[src/rtl/prod_bcd_conv_pkg.sv]
// ---------------------------------------------------------------------------
// prod_bcd_conv_pkg
// Shared definitions for the product-to-BCD converter: FSM state encoding,
// the double-dabble add-3 threshold and the per-digit correction helper.
// ---------------------------------------------------------------------------
package prod_bcd_conv_pkg;

    typedef enum logic [1:0] {
        ST_IDLE  = 2'd0,
        ST_SHIFT = 2'd1,
        ST_DONE  = 2'd2
    } state_e;

    localparam logic [3:0] BCD_ADD3_THRESH = 4'd5;

    // Double-dabble correction: a digit of 5..9 would become >=10 after the
    // shift, so pre-add 3 to make the carry land in the next digit.
    function automatic logic [3:0] bcd_add3(input logic [3:0] digit);
        return (digit >= BCD_ADD3_THRESH) ? digit + 4'd3 : digit;
    endfunction

endpackage

[src/rtl/prod_bcd_conv_seg7_decode.sv]
// ---------------------------------------------------------------------------
// seg7_decode
// 4-bit BCD digit to active-low 7-segment pattern, bit 0 = segment a.
// Codes above 9 produce a blank display (all segments off).
// Ports:
//   bcd    in   4  BCD digit
//   seg_n  out  7  active-low segments a..g
// ---------------------------------------------------------------------------
module seg7_decode (
    input  logic [3:0] bcd,
    output logic [6:0] seg_n
);

    always_comb begin
        case (bcd)
            4'd0:    seg_n = 7'h40;
            4'd1:    seg_n = 7'h79;
            4'd2:    seg_n = 7'h24;
            4'd3:    seg_n = 7'h30;
            4'd4:    seg_n = 7'h19;
            4'd5:    seg_n = 7'h12;
            4'd6:    seg_n = 7'h02;
            4'd7:    seg_n = 7'h78;
            4'd8:    seg_n = 7'h00;
            4'd9:    seg_n = 7'h10;
            default: seg_n = 7'h7F;
        endcase
    end

endmodule

[src/rtl/prod_bcd_conv.sv]
// ---------------------------------------------------------------------------
// prod_bcd_conv
// Converts the unsigned multiplier product to packed BCD with a sequential
// double-dabble (one shift per cycle) and presents it on a valid/ready port.
// One conversion at a time; in_ready is low while converting or holding.
//
// Ports:
//   clk, rst_n   clock, asynchronous active-low reset
//   ena          stage enable (0 = all state held, in_ready forced low)
//   in_valid/in_ready/in_data     input handshake, IN_W-bit product
//   out_valid/out_ready/out_bcd   output handshake, 4*DIGITS-bit packed BCD
//   seg_n, dig_sel               (BCD_SEG_EN only) multiplexed 7-seg drive
//
// Optional feature macro: BCD_SEG_EN adds the digit-scan display outputs.
// ---------------------------------------------------------------------------
module prod_bcd_conv
    import prod_bcd_conv_pkg::*;
#(
    parameter int IN_W   = 8,
    parameter int DIGITS = 3,
    parameter int SCAN_W = 10
) (
    input  logic                  clk,
    input  logic                  rst_n,
    input  logic                  ena,
    input  logic                  in_valid,
    output logic                  in_ready,
    input  logic [IN_W-1:0]       in_data,
    output logic                  out_valid,
    input  logic                  out_ready,
    output logic [4*DIGITS-1:0]   out_bcd
`ifdef BCD_SEG_EN
    ,
    output logic [6:0]            seg_n,
    output logic [DIGITS-1:0]     dig_sel
`endif
);

    localparam int BCD_W = 4 * DIGITS;
    localparam int DD_W  = BCD_W + IN_W;
    localparam int CNT_W = $clog2(IN_W + 1);

    generate
        if (10 ** DIGITS <= 2 ** IN_W - 1) begin : g_digits_check
            $error("prod_bcd_conv: DIGITS too small for IN_W");
        end
        if (SCAN_W < 1) begin : g_scan_check
            $error("prod_bcd_conv: SCAN_W must be at least 1");
        end
    endgenerate

    state_e             state_q, state_d;
    // {scratch BCD digits, binary shift register} as one register, so the
    // whole double-dabble step is a single left shift.
    logic [DD_W-1:0]    dd_q, dd_d, dd_adj;
    logic [CNT_W-1:0]   count_q, count_d;
    logic [BCD_W-1:0]   out_bcd_q, out_bcd_d;
    // Holds in_ready low through reset and until the first edge after release.
    logic               ready_en_q, ready_en_d;

    assign in_ready   = ena && ready_en_q && (state_q == ST_IDLE);
    assign out_valid  = (state_q == ST_DONE);
    assign out_bcd    = out_bcd_q;
    assign ready_en_d = 1'b1;

    // NOTE: every variable gets a default at the top of always_comb; a path
    // that leaves one unassigned would infer a latch.
    always_comb begin
        state_d   = state_q;
        dd_d      = dd_q;
        count_d   = count_q;
        out_bcd_d = out_bcd_q;
        dd_adj    = dd_q;
        for (int i = 0; i < DIGITS; i++) begin
            dd_adj[IN_W + 4*i +: 4] = bcd_add3(dd_q[IN_W + 4*i +: 4]);
        end

        if (ena) begin
            case (state_q)
                ST_IDLE: begin
                    if (in_valid && in_ready) begin
                        dd_d    = {{BCD_W{1'b0}}, in_data};
                        count_d = '0;
                        state_d = ST_SHIFT;
                    end
                end
                ST_SHIFT: begin
                    dd_d    = dd_adj << 1;
                    count_d = count_q + CNT_W'(1);
                    if (count_q == CNT_W'(IN_W - 1)) begin
                        state_d   = ST_DONE;
                        out_bcd_d = dd_d[DD_W-1 -: BCD_W];
                    end
                end
                ST_DONE: begin
                    if (out_ready) begin
                        state_d = ST_IDLE;
                    end
                end
                default: state_d = ST_IDLE;
            endcase
        end
    end

    // NOTE: sequential state uses non-blocking assignments so every flop
    // samples the pre-edge values regardless of statement order.
    always_ff @(posedge clk or negedge rst_n) begin
        if (!rst_n) begin
            state_q    <= ST_IDLE;
            dd_q       <= '0;
            count_q    <= '0;
            out_bcd_q  <= '0;
            ready_en_q <= 1'b0;
        end else begin
            state_q    <= state_d;
            dd_q       <= dd_d;
            count_q    <= count_d;
            out_bcd_q  <= out_bcd_d;
            ready_en_q <= ready_en_d;
        end
    end

`ifdef BCD_SEG_EN
    logic [SCAN_W-1:0] scan_q, scan_d;
    logic [DIGITS-1:0] dig_sel_q, dig_sel_d;
    logic [6:0]        seg_n_q, seg_n_d;
    logic [3:0]        sel_digit;

    // Free-running scan: advance to the next digit each time the counter
    // wraps. Segment data is looked up for the digit being selected so the
    // registered seg_n and dig_sel always change together.
    always_comb begin
        scan_d    = scan_q + SCAN_W'(1);
        dig_sel_d = dig_sel_q;
        if (&scan_q) begin
            dig_sel_d = {dig_sel_q[DIGITS-2:0], dig_sel_q[DIGITS-1]};
        end
        sel_digit = '0;
        for (int i = 0; i < DIGITS; i++) begin
            if (dig_sel_d[i]) begin
                sel_digit = out_bcd_q[4*i +: 4];
            end
        end
    end

    seg7_decode u_seg7_decode (
        .bcd   (sel_digit),
        .seg_n (seg_n_d)
    );

    always_ff @(posedge clk or negedge rst_n) begin
        if (!rst_n) begin
            scan_q    <= '0;
            dig_sel_q <= DIGITS'(1);
            seg_n_q   <= 7'h7F;
        end else begin
            scan_q    <= scan_d;
            dig_sel_q <= dig_sel_d;
            seg_n_q   <= seg_n_d;
        end
    end

    assign seg_n   = seg_n_q;
    assign dig_sel = dig_sel_q;
`endif

endmodule

[config.mk]
export PLATFORM = sky130hd
export DESIGN_NAME = prod_bcd_conv
export DESIGN_NICKNAME = d
export VERILOG_FILES = /design/src/rtl/prod_bcd_conv_pkg.sv /design/src/rtl/prod_bcd_conv_seg7_decode.sv /design/src/rtl/prod_bcd_conv.sv
export SDC_FILE = /design/constraint.sdc
export NUM_CORES = 1
export LEC_CHECK = 0
export ABC_AREA = 1
export CORE_MARGIN = 5
export CORE_UTILIZATION = 55
export CTS_CLUSTER_SIZE = 8
export DETAILED_ROUTE_END_ITERATION = 7
export PLACE_DENSITY = 0.79
export SYNTH_ARGS = -nofsm -noshare
export SYNTH_HDL_FRONTEND = slang
export SYNTH_SLANG_ARGS = --single-unit
[constraint.sdc]
create_clock -name clk -period 1.9 [get_ports clk]
set_clock_uncertainty 0.1 [all_clocks]
set_input_delay 0.38 -clock clk [delete_from_list [all_inputs] [get_ports clk]]
set_output_delay 0.38 -clock clk [all_outputs]
set_load 0.02 [all_outputs]
After elaboration in Yosys (flattened, before gate mapping)
Cells that the tools add are included.

storage, ports and cells
  logic and storage cells = 37
  flip-flop bits (word level) = 39
  bits of input ports = 13
  output and inout bits = 14

operators by class
  add/subtract/negate cells = 4
  reductions and logical operators = 8
  muxes and demuxes = 11
  order comparisons = 3
  eq/ne operators = 6

operator list
  operator                                               count
  case mux 20 bit (2 select lines)                       1
  2-to-1 mux 20 bit                                      1
  >= comparator 4 x 3 -> 1 bit, second input constant    3
  2-to-1 mux 4 bit                                       3
  adder 4 x 2 -> 4 bit, second input constant            2
  case mux 4 bit (2 select lines)                        1
  2-to-1 mux 2 bit                                       3
  case mux 2 bit (3 select lines)                        1
  AND reduction 3 bit                                    2
  adder 4 x 1 -> 4 bit, second input constant            1
  equality test 4 x 3 -> 1 bit, second input constant    1
  inequality test 2 x 1 -> 1 bit, second input constant  2
  AND reduction 4 bit                                    1
  adder 3 x 2 -> 3 bit, second input constant            1
  logical AND 1 bit                                      3
  2-to-1 mux 3 bit                                       1
  equality test 2 x 1 -> 1 bit, second input constant    1
  equality test 2 bit, second input constant             1
  logical NOT 2 bit                                      1
  inequality test 2 bit, second input constant           1
  nonzero test 2 bit                                     1

Depth between registers and ports, before layout
  depth after elaboration = 5
  depth in mapped cells = 8
  mapped depth without buffers = 8

Worst setup path before layout
OpenSTA, ideal clock, no wires.

  path type = reg-to-reg
  from = register count_q[0]
  to = register out_bcd_q[8] (netlist: out_bcd[8])
  data required time = 1.683 ns
  buffers on the path = 1
  data arrival time = 1.179 ns
  clock period less this slack = 1.396 ns
  cell stages (with the launch flop) = 8
  setup time = 0.117 ns
  path slack = 0.504 ns
  cell sequence = dfrtp_1 > ha_1 > nand3_1 > nor2_8 > inv_4 > buf_6 > nand2_1 > nand2_1

on the way
  cells in the longest elaborated chain, start to end = 2

ends and longest elaborated chain
  element                        line                  RTL
  start: declaration             prod_bcd_conv.sv:56   logic [CNT_W-1:0] count_q, count_d;
  start signal: assignment       prod_bcd_conv.sv:117  count_q <= count_d;
  equality test 4 x 3 -> 1 bit   prod_bcd_conv.sv:90   if (count_q == CNT_W'(IN_W - 1)) begin
  AND reduction 3 bit (no line)  --
  end signal: assignment         prod_bcd_conv.sv:118  out_bcd_q <= out_bcd_d;
  end: declaration               prod_bcd_conv.sv:57   logic [BCD_W-1:0] out_bcd_q, out_bcd_d;

Every way passes these cells.
A chain may end at the register's enable or synchronous reset.

Worst setup path after layout
  from = input ena
  to = output in_ready

on the way
  cells in the longest elaborated chain, start to end = 2

ends and longest elaborated chain
  element                         line                 RTL
  start: declaration              prod_bcd_conv.sv:25  input logic ena,
  logical AND 1 bit (2 in a row)  prod_bcd_conv.sv:61  assign in_ready = ena && ready_en_q && (state_q == ST_IDLE);
  end: declaration                prod_bcd_conv.sv:27  output logic in_ready,

Every way passes these cells.

==> impl_metrics.yaml <==
timing:
  setup_viol: 0
  post-route-period-util: 0.955
  tns_ns: 0
  fin_ws_ns: 0.0862
  fin_crit_ns: 1.81
  slew_viol_final: 0
  hold_viol_final: 0
  timing.fmax_mhz: 551
  finalHoldWorstSlack_ns: 0.369
  rsz0062_at_grt: "no"
critical_path:
  cp_max_fo: 2
  rrSetupSlack_ns: 0.31
  path_class: "input pin to primary output"
  cp_data_arrival_time_ns: 1.33
  critPathLaunchType: "input pin"
  rr_startpoint: "state_q[1]$_DFFE_PN0P_"
  worst_setup_path_end_kind: "primary output"
  cp.required_ns: 1.42
  r2r_end: "out_bcd[8]$_DFFE_PN0P_"
  reg2regPathDepth: 7
pwr:
  power_density_nw_per_um2: 1020
  p_total_mw: 2.59
  leakage_nw: 1.37
  ir_drop_v: 0.000831
floorplanning:
  die_x_um: 71.8
  io_pins: 27
  rows: 22
  die_h_um: 71.8
  fp.coreArea_um2: 3690
  dieArea_um2: 5150
  initial_utilization: 0.569
global_routing:
  grt.total_usage: 0.177
  antenna_found_initial: 0
  overflow: 0
  grt_pass1_vias: 1720
  grt_start_max_net_pins: 23
  grt_pass1_wl_um: 7320
worst_hold_path:
  hold_class: "register to register"
  holdPathEnd: "out_bcd[3]$_DFFE_PN0P_"
  min-delay-start: "out_bcd[3]$_DFFE_PN0P_"
  holdPathStages: 2
final_layout:
  fillerInstances: 307
  areaGrowthSynthToFinish_pct: 20.8
  num_antenna_cells: 0
  seq_area_um2: 976
  drive_gt1_frac: 0.106
  multiInputGateArea_um2: 960
  utilization: 0.688
  nets: 320
drt:
  firstDrtPassIters: 4
  routed_wl_um: 4140
  vias: 1790
  route.detailed.drc: 0
  ant_nets: 0
  vias_per_cell: 5.13
  first_iter_violations: 124
  wl_per_cell_um: 11.9
logic_synthesis:
  yosysSeqAreaShare: 0.465
  yosysWarnings: 0
  synth_flop_cell: "dfrtp_1"
  synth_top_area_frac: 0.465
  ys_async_sr_fraction: 1.00
  synth_enable_flop_cells: 0
  synth_fp_nets: 285
  synth_seq_cells: 39
  yosysTopAreaCell: "dfrtp_1"
  synth_area_leaders: "dfrtp_1 46%, nand2_1 20%, nand3_1 9.1%"
  syn_avg_cell_area_um2: 7.92
  synth_area_um2: 2100
  syn_inst: 265
  synth_cell_types: 23
clocking:
  cts_setup_buffers: 0
  insertion_delay_ns: 0.29
  tritoncts: "built"
  clock_path_buffers: 2
  cts_buffers: 5
  ctsRootBufferMaster: "clkbuf_8"
  clk_pin_slew_worst_paths_ns: 0.07
  cts.sinks: 39
  cts.htree.levels: 2
placement:
  routabilityCongestion: 0.810
  place_hpwl_um: 3000
  dpl_worst_slack_ns: -0.220
  portBuffers: 26
job:
  maxCapViolCount: 0
outcome:
  status: "finished clean"
==> kinds of logic after synthesis <==
logic type	after synthesis	share of synthesized area
other cells	1	0.00179
flops	39	0.465
compound gates	11	0.0298
fa+ha+maj	7	0.0417
buf+inv	33	0.0781
simple gates	174	0.384
==> per-stage QoR <==
stage	instance area, um2	std cells
finish	2540	349
global route	2540	349
CTS	2530	349
detailed placement	2430	340
global placement	2430	340
floorplan	2100	265
==> synthesized netlist by cell type (2+ instances only) <==
cell type,n
a21boi_0,3
a21oi_1,2
buf_2,3
buf_4,2
buf_6,2
dfrtp_1,39
ha_1,7
inv_1,21
inv_2,3
nand2_1,113
nand3_1,38
nand3_2,6
nand4_1,8
nor2_1,3
nor2_8,2
o21ai_0,6
==> worst max-delay path by stage <==
stage	from	depth (start not counted)	slack (ns)	end
finish	ena	3	0.09	in_ready
global route	ena	3	0.02	in_ready
CTS	ena	3	0.05	in_ready
detailed placement	ena	3	-0.22	in_ready
global placement	ena	3	-0.21	in_ready
floorplan	count_q[0]$_DFFE_PN0P_	7	0.50	out_bcd[8]$_DFFE_PN0P_
==> flip-flops by register name, summed over array words and instances, names as in the netlist <==
| name | flops |
|---|---|
| ready_en_q | 1 |
| dd_q | 20 |
| out_bcd | 12 |
| count_q | 4 |
| state_q | 2 |
==> cells in the final DEF (no fill, tap or decap), drive strengths merged <==
master | Yosys | layout
ha | 7 | 7
dlygate4sd3 | 0 | 1
nand3 | 44 | 44
clkbuf | 0 | 8
and3 | 1 | 1
inv | 25 | 25
o21ai | 6 | 6
or2 | 1 | 1
nand2 | 115 | 115
a21oi | 2 | 2
clkdlybuf4s15 | 0 | 1
dlygate4sd2 | 0 | 1
conb | 1 | 1
dfrtp | 39 | 39
clkdlybuf4s50 | 0 | 23
nand4 | 8 | 8
buf | 8 | 10
a21boi | 3 | 3
nor2 | 5 | 5
==> worst max-delay path: stages <==
cell,delay (ns)
clkdlybuf4s50_1,0.47
and3_1,0.18
clkdlybuf4s15_1,0.31
==> area by class of cell <==
class                           instances  share of cell area
Sequential cell                        39               0.385
Multi-Input combinational cell        193               0.378
Timing Repair Buffer                   36               0.136
Clock buffer                            8              0.0395
Inverter                               25              0.0380
Tap cell                               48              0.0237
==> where the power goes <==
part,internal (mW),switching (mW)
Combinational,0.306,0.501
Sequential,1.01,0.160
Clock,0.331,0.278
==> repair_timing <==
action | 4_1_cts | 5_1_grt
endpoints found under the setup margin | 2 | 1
gates cloned | 0 | 0
hold buffers | 1 | 0
hold endpoints to repair | 17 | 0
resized for setup | 2 | 1
==> metal layers <==
metal  global-route usage  vias to the layer above  part of all wire
li1                     -                      912                 -
met1                0.216                      832              0.46
met4               0.0585                        0             0.012
met5                    0                        -                 0
met2                0.304                       39              0.48
met3               0.0463                        7             0.045
Power figures use the tool's default switching activity.
